--- src/rtl/net_cfg_latch.sv ---
// Network configuration latch.
// Watches the four EEPROM-supplied address fields, waits until they have been
// stable for STABLE_CYCLES clocks, validates each field against its default and
// applies the result to the cfg_* outputs. If no lock happens within
// TIMEOUT_CYCLES after reset, the block applies whatever it has (usually the
// defaults) so the network stack always gets a configuration.

module net_cfg_latch #(
    parameter logic [31:0] STABLE_CYCLES     = 32'd1000,
    parameter logic [31:0] TIMEOUT_CYCLES    = 32'h01FF_FFFF,
    parameter logic [31:0] DEFAULT_HOST_IP   = 32'hC0A8_0164,
    parameter logic [31:0] DEFAULT_BOARD_IP  = 32'hC0A8_0180,
    // Must be a valid unicast MAC; all-ones and 00..01 are not acceptable.
    parameter logic [47:0] DEFAULT_HOST_MAC  = 48'h001B_2100_0001,
    parameter logic [47:0] DEFAULT_BOARD_MAC = 48'h000A_3501_FEC0
) (
    input  logic        clk,
    input  logic        rst,
    input  logic [31:0] eeprom_host_ip,
    input  logic [31:0] eeprom_board_ip,
    input  logic [47:0] eeprom_host_mac,
    input  logic [47:0] eeprom_board_mac,
    output logic [31:0] cfg_host_ip,
    output logic [31:0] cfg_board_ip,
    output logic [47:0] cfg_host_mac,
    output logic [47:0] cfg_board_mac,
    output logic        cfg_valid,
    output logic        cfg_update,
    output logic [3:0]  cfg_src
);

    typedef enum logic [1:0] {
        StWait   = 2'd0,
        StSettle = 2'd1,
        StApply  = 2'd2,
        StLocked = 2'd3
    } state_e;

    // Registers
    state_e        r_state;
    state_e        w_state_next;
    logic [159:0]  r_snap;
    logic [31:0]   r_stable_cnt;
    logic [31:0]   r_timeout_cnt;
    logic [31:0]   r_cfg_host_ip;
    logic [31:0]   r_cfg_board_ip;
    logic [47:0]   r_cfg_host_mac;
    logic [47:0]   r_cfg_board_mac;
    logic          r_cfg_valid;
    logic          r_cfg_update;
    logic [3:0]    r_cfg_src;

    // Combinational helpers
    logic [159:0]  w_in;
    logic          w_changed;
    logic          w_in_nonzero;
    logic          w_stable_done;
    logic          w_timeout_run;
    logic          w_timeout_hit;

    logic [31:0]   w_snap_host_ip;
    logic [31:0]   w_snap_board_ip;
    logic [47:0]   w_snap_host_mac;
    logic [47:0]   w_snap_board_mac;
    logic          w_host_ip_ok;
    logic          w_board_ip_ok;
    logic          w_host_mac_ok;
    logic          w_board_mac_ok;

    // Field layout of the snapshot: {host_ip, board_ip, host_mac, board_mac}.
    assign w_in = {eeprom_host_ip, eeprom_board_ip, eeprom_host_mac, eeprom_board_mac};

    assign w_changed     = (w_in != r_snap);
    assign w_in_nonzero  = |w_in;
    assign w_stable_done = !w_changed && (r_stable_cnt == STABLE_CYCLES - 32'd1);

    // The timeout only guards the very first lock after reset.
    assign w_timeout_run = !r_cfg_valid && ((r_state == StWait) || (r_state == StSettle));
    assign w_timeout_hit = w_timeout_run && (r_timeout_cnt == TIMEOUT_CYCLES - 32'd1);

    assign w_snap_host_ip   = r_snap[159:128];
    assign w_snap_board_ip  = r_snap[127:96];
    assign w_snap_host_mac  = r_snap[95:48];
    assign w_snap_board_mac = r_snap[47:0];

    // An IP of all-zero or all-ones means the EEPROM field is blank or erased.
    function automatic logic ip_is_valid(input logic [31:0] ip);
        return (ip != 32'h0) && (ip != 32'hFFFF_FFFF);
    endfunction

    // Reject blank/erased MACs and group addresses (I/G bit of the first octet).
    function automatic logic mac_is_valid(input logic [47:0] mac);
        return (mac != 48'h0) && (mac != 48'hFFFF_FFFF_FFFF) && !mac[40];
    endfunction

    assign w_host_ip_ok   = ip_is_valid(w_snap_host_ip);
    assign w_board_ip_ok  = ip_is_valid(w_snap_board_ip);
    assign w_host_mac_ok  = mac_is_valid(w_snap_host_mac);
    assign w_board_mac_ok = mac_is_valid(w_snap_board_mac);

    // Snapshot capture and saturating stability counter.
    always_ff @(posedge clk) begin
        if (rst) begin
            r_snap       <= '0;
            r_stable_cnt <= '0;
        end else if (w_changed) begin
            r_snap       <= w_in;
            r_stable_cnt <= '0;
        end else if (r_stable_cnt != 32'hFFFF_FFFF) begin
            r_stable_cnt <= r_stable_cnt + 32'd1;
        end
    end

    // First-lock timeout counter; frozen for good once a configuration is applied.
    always_ff @(posedge clk) begin
        if (rst) begin
            r_timeout_cnt <= '0;
        end else if (w_timeout_run && (r_timeout_cnt != 32'hFFFF_FFFF)) begin
            r_timeout_cnt <= r_timeout_cnt + 32'd1;
        end
    end

    // State register.
    always_ff @(posedge clk) begin
        if (rst) begin
            r_state <= StWait;
        end else begin
            r_state <= w_state_next;
        end
    end

    // Next-state logic; the timeout wins over the normal WAIT/SETTLE exits.
    always_comb begin
        w_state_next = r_state;
        case (r_state)
            StWait: begin
                if (w_timeout_hit) begin
                    w_state_next = StApply;
                end else if (w_in_nonzero) begin
                    w_state_next = StSettle;
                end
            end
            StSettle: begin
                if (w_timeout_hit || w_stable_done) begin
                    w_state_next = StApply;
                end
            end
            StApply: begin
                w_state_next = StLocked;
            end
            StLocked: begin
                if (w_changed) begin
                    w_state_next = StSettle;
                end
            end
            default: begin
                w_state_next = StWait;
            end
        endcase
    end

    // Output registers: load validated snapshot on the edge leaving APPLY.
    always_ff @(posedge clk) begin
        if (rst) begin
            r_cfg_host_ip   <= '0;
            r_cfg_board_ip  <= '0;
            r_cfg_host_mac  <= '0;
            r_cfg_board_mac <= '0;
            r_cfg_valid     <= 1'b0;
            r_cfg_update    <= 1'b0;
            r_cfg_src       <= 4'b0000;
        end else begin
            r_cfg_update <= 1'b0;
            if (r_state == StApply) begin
                r_cfg_host_ip   <= w_host_ip_ok   ? w_snap_host_ip   : DEFAULT_HOST_IP;
                r_cfg_board_ip  <= w_board_ip_ok  ? w_snap_board_ip  : DEFAULT_BOARD_IP;
                r_cfg_host_mac  <= w_host_mac_ok  ? w_snap_host_mac  : DEFAULT_HOST_MAC;
                r_cfg_board_mac <= w_board_mac_ok ? w_snap_board_mac : DEFAULT_BOARD_MAC;
                r_cfg_src       <= {w_board_mac_ok, w_host_mac_ok, w_board_ip_ok, w_host_ip_ok};
                r_cfg_valid     <= 1'b1;
                r_cfg_update    <= 1'b1;
            end
        end
    end

    assign cfg_host_ip   = r_cfg_host_ip;
    assign cfg_board_ip  = r_cfg_board_ip;
    assign cfg_host_mac  = r_cfg_host_mac;
    assign cfg_board_mac = r_cfg_board_mac;
    assign cfg_valid     = r_cfg_valid;
    assign cfg_update    = r_cfg_update;
    assign cfg_src       = r_cfg_src;

endmodule
--- config.mk ---
export PLATFORM = sky130hd
export DESIGN_NAME = net_cfg_latch
export DESIGN_NICKNAME = d
export VERILOG_FILES = /design/src/rtl/net_cfg_latch.sv
export SDC_FILE = /design/constraint.sdc
export NUM_CORES = 1
export LEC_CHECK = 0
export ABC_AREA = 1
export CELL_PAD_IN_SITES_DETAIL_PLACEMENT = 1
export CELL_PAD_IN_SITES_GLOBAL_PLACEMENT = 1
export CORE_UTILIZATION = 34
export DETAILED_ROUTE_END_ITERATION = 7
export PLACE_DENSITY_LB_ADDON = 0.1
export SLEW_MARGIN = 15
export SYNTH_ARGS = -nofsm -noshare
export SYNTH_HDL_FRONTEND = slang
export SYNTH_SLANG_ARGS = --single-unit
--- constraint.sdc ---
create_clock -name clk -period 1.8 [get_ports clk]
set_input_delay 0.45 -clock clk [delete_from_list [all_inputs] [get_ports clk]]
set_output_delay 0.45 -clock clk [all_outputs]
set_load 0.1 [all_outputs]
**After elaboration in Yosys (flattened, before gate mapping)**

Index checks and enable logic that the tools add are counted.

- Output and inout port bits: 166
- Flip-flop bits (word level): 392

- Multiplexer cells: 10
- $add $sub $neg: 2
- Equal/unequal tests: 15
- Reductions and logical operators: 24

Operators with widths:

| cell | count |
|---|---|
| 160-bit != test | 1 |
| 160-bit OR reduction | 1 |
| 32-bit != test, second input constant | 4 |
| 48-bit two-way mux | 2 |
| 48-bit != test, second input constant | 2 |
| 48-bit nonzero test | 2 |
| 32-bit by 1-bit adder with 32-bit output, second input constant | 2 |
| 32-bit two-way mux | 2 |
| 32-bit nonzero test | 2 |
| 32-bit by 10-bit == test with 1-bit output, second input constant | 1 |
| 32-bit by 25-bit == test with 1-bit output, second input constant | 1 |
| 1-bit logical AND | 10 |
| 2-bit two-way mux | 4 |
| 2-bit case mux with 4 select lines | 1 |
| 2-bit == test, second input constant | 2 |
| 1-bit zero test | 4 |
| 3-bit != test, second input constant | 1 |
| 3-bit AND reduction | 1 |
| 2-bit by 1-bit == test with 1-bit output, second input constant | 1 |
| 2-bit zero test | 1 |
| 1-bit logical OR | 2 |
| 2-bit by 1-bit != test with 1-bit output, second input constant | 1 |
| 2-bit != test, second input constant | 1 |
| 2-bit OR reduction | 1 |
| 1-bit two-way mux | 1 |

**Depth between registers and ports, before layout**

- Word-level depth: 7
- Depth in mapped cells: 16
- Mapped depth without buffers: 16

**Worst setup path before layout**

Ideal clock, no wire load.

- Kind: register -> register
- Start point: register r_cfg_valid, in the netlist cfg_valid
- End point: register r_timeout_cnt[9]
- Period minus slack after synthesis: 1932 ps
- Cell stages (with the launch flop): 10
- Path slack: -132 ps
- Data arrival time: 1801 ps
- Library setup time: 131 ps
- Buffers on the path: 1
- Cells stage by stage: dfxtp_1 -> inv_1 -> o21ai_0 -> inv_1 -> nand2_4 -> inv_4 -> buf_6 -> nand2_1 -> o21ai_0 -> nor3b_2

- Longest elaborated chain between the ends: 3

RTL lines:

| what | RTL line | text |
|---|---|---|
| start, declared | 49 | `logic r_cfg_valid;` |
| start signal, assigned | 169 | `r_cfg_valid <= 1'b0;` |
| start signal, assigned | 180 | `r_cfg_valid <= 1'b1;` |
| 1-bit zero test | 78 | `assign w_timeout_run = !r_cfg_valid && ((r_state == StWait) \|\| (r_state == StSettle));` |
| 1-bit logical AND | 78 |  |
| 1-bit logical AND | 118 | `end else if (w_timeout_run && (r_timeout_cnt != 32'hFFFF_FFFF)) begin` |
| end signal, assigned | 119 | `r_timeout_cnt <= r_timeout_cnt + 32'd1;` |
| end, declared | 44 | `logic [31:0] r_timeout_cnt;` |

Every way passes these cells.
A chain may end at the register's enable or synchronous reset.

**Worst setup path after layout**

- Start point: register r_snap[31]
- End point: register r_cfg_src[3], in the netlist cfg_src[3]

- Longest elaborated chain between the ends: 3
- Elaborated cells between the ends (all ways): 4
- Classes of those cells: 1 x eq/ne; 3 x reduce/logical

RTL lines:

| what | RTL line | text |
|---|---|---|
| start, declared | 42 | `logic [159:0] r_snap;` |
| start signal, assigned | 107 | `r_snap <= w_in;` |
| 48-bit != test / 48-bit nonzero test (equally long branches) | 93 | `return (mac != 48'h0) && (mac != 48'hFFFF_FFFF_FFFF) && !mac[40];` |
| 1-bit logical AND (*) (2 in series) | 93 |  |
| end signal, assigned | 179 | `r_cfg_src <= {w_board_mac_ok, w_host_mac_ok, w_board_ip_ok, w_host_ip_ok};` |
| end, declared | 51 | `logic [3:0] r_cfg_src;` |

Mark *: on every way between the ends. The rest lies on a longest branch, timed or not.

==> qor.txt <==
Least-Margin Pin Slew = 765 ps
register bit total from synthesis = 392
Post-Syn Nets = 2575
Post-synth EDFFs = 0
Final Setup Violations = 159
Root Buffer = clkbuf_16
# clock sinks = 392
power density cells = 1070 nW/um2
die height = 226 um
Syn Area/Cell = 7.12 um2
Final WS setup = -434 ps
Boundary Pins = 328
Die Wd = 226 um
fin cells = 3855
status = complete, but fails checks
Max-slew headroom = 49.0%
Worst Path Arrival = 2690 ps
Initial Utilization = 34.7%
die area = 51300 um2
WL final = 86700 um
Distinct cells, synth = 38
sequence of cells on the critical path = nor2_2 > nand3_1 > nor3_2 > nand4_1 > nor3_2 > buf_4 > nand4_1 > nand2_4 > buf_12 > buf_16 > a21oi_2
worst vdd ir = 703 uV
count of input and output buffers = 327
Reg clk slew, reported paths = 60 ps
Layout Nets = 3322
dpl cells = 3723
Max Clk Rate = 448 MHz
RSZ-0062 raised after global routing = true
CP Class = flip-flop to flip-flop
failing checks = negative setup slack
CORE AREA = 49400 um2
filler cell count = 5750
register area share after synthesis = 45.8%
all-layer global routing usage = 31.3%
crit end category = flip-flop
vias in the first global route = 20.7k
H-Tree Depth = 2
Pre-antenna DRT Iters = 5
CP top delay family = simple AND/OR/NAND/NOR gates
asr flop ratio synth = 0%
Max stage delay on crit path = 350 ps
Post-DRT Antenna Nets = 0
total power = 32000 uW
CTS tree = yes
Worst Clk Skew = 21.0 ps
max-slew violations = 0
DR iter-0 viols = 1216
Max-Cap Viols = 0
initial antenna violation count = 11
total clock buffers created by CTS = 47
hpwl dp = 60600 um
Crit-path slowest cell = dfxtp_2
largest net degree at the start of global routing = 126
worst hold path type = primary input to flip-flop
WL/cell = 22.5 um
site row count = 81
first-pass GRT wire length = 121000 um
top_reg_cell synth = dfxtp_1
Mapped Area = 17100 um2
drt drc = 0
CP bufs+invs = 3
area grow syn2layout = 74.9%
Mapped Cells = 2406
Synth warnings = 0
multi-input logic area = 9220 um2
routed vias = 19.8k
Critical Path RT = 2260 ps
share of layout cells above drive strength 1 = 35.1%
Leak Pwr = 0.0132 uW
Vias/cell = 5.13
worst skew pair latency = 600 ps
fin crit share = 124%
worst-path maximum fanout = 5
Remaining Overflow, GRT = 0
Critical Path Start Type = flip-flop
minimum clock period = 2230 ps
GP Congestion = 0.906
Storage cell area = 7930 um2
Layout Utilization = 60.7%
Clock Path Buffers = 3
final hold violations = 0
==> metal layers <==
metal	vias to the layer above	wire length (um)	share of wire (%)	global-route usage [%]
li1	9180	-	-	-
met1	9813	34700	40	37.6
met2	594	44100	51	55.9
met3	190	4400	5.1	5.09
met4	12	3470	4.0	10.7
met5	-	87	0.10	0
==> synthesized netlist by cell type, types with 5 or more instances <==
library cell    n  area (um2)
nand2_1       521        1960
dfxtp_1       392        7850
inv_1         376        1410
nor2_1        350        1310
nand3_1       136         681
o21ai_0       100         500
clkbuf_1       79         297
nand4_1        76         475
a21oi_1        73         365
nor4_1         63         394
xnor2_1        61         534
o31ai_1        47         353
nor3_1         30         150
o221ai_1       23         201
xor2_1         21         184
o21a_1          8        60.1
ha_1            7        87.6
buf_2           5        25.0
==> final timing paths <==
kind | cells after the start | start | to | slack, ps
setup / recovery | 11 | r_snap[31] | cfg_src[3] | -430
hold reg to reg | 2 | cfg_host_mac[40] | cfg_host_mac[40] | 490
hold / removal | 3 | eeprom_host_mac[7] | r_snap[55] | 170
setup reg to reg | 11 | r_snap[31] | cfg_src[3] | -430
==> through the flow <==
stage                     TNS, ps  instance area, um2  setup WS [ps]  hold slack, ps
after floorplan                 0               17100           37.4             434
after global placement     -56520               25800          -1060             449
after detailed placement   -62080               25800          -1100             459
after CTS                  -21400               28600           -309             269
after global routing       -45520               30000           -473             166
final                      -36200               30000           -434             172
==> layout by cell type, fill, tap and decap left out, types with 22 or more instances in the layout <==
cell and count:
nand3_1 121, nor2_1 287, dfxtp_2 63, inv_2 26, clkbuf_16 55, nand4_1 76
dfxtp_1 327, nor2_2 34, buf_12 185, inv_1 346, nor4_2 22, nand2_1 460
o31ai_1 31, nor4_1 35, a21oi_1 57, nor2_4 32, clkdlybuf4s50_1 131, xnor2_1 43
o21ai_2 55, nand2_2 51, buf_4 402, o21ai_0 31
==> cell families after synthesis <==
| group | count (synthesis) | share of synthesized area [%] |
|---|---|---|
| DFF | 392 | 45.8 |
| buffers and inverters | 469 | 10.5 |
| xor gates and xnor gates | 82 | 4.19 |
| and+or+nand+nor | 1200 | 30.2 |
| AOI/OAI and AO/OA | 256 | 8.83 |
| adders and majority gates | 7 | 0.511 |
==> cell type report <==
cell class                 count  share of cell area [%]
sequential                   392                    26.5
clock inverter                 7                   0.117
antenna                        6                  0.0501
tap                          664                    2.77
timing repair buffer         785                    30.0
timing repair inverter         1                  0.0543
multi-input combinational   1545                    30.8
clock buffer                  74                    4.84
inverter                     381                    4.90
==> worst reg2reg max path: cells and delay by family (launching register included) <==
family,cells,cell delay [ps]
AOI/OAI and AO/OA,1,60
DFF,1,350
and+or+nand+nor,7,1220
buffers and inverters,3,470
==> flip-flops by register name, indices dropped and copies added, names as in the netlist <==
name,flops
cfg_board_mac,48
cfg_host_ip,32
r_state,2
cfg_update,1
r_timeout_cnt,32
cfg_board_ip,32
r_stable_cnt,32
cfg_host_mac,48
r_snap,160
cfg_src,4
cfg_valid,1
==> repair_timing <==
item,CTS,global route
hold buffers,0,0
setup buffers,18,19
cloned,10,7
pin swaps,63,110
endpoints found under the setup margin,193,211
gates resized for setup,272,365
==> where the power goes <==
group | switching, uW | internal, uW
registers | 903 | 9450
clock network | 3930 | 5480
logic | 7580 | 4640
total | 12400 | 19600
Note: power is estimated with default switching activity, not from simulation.
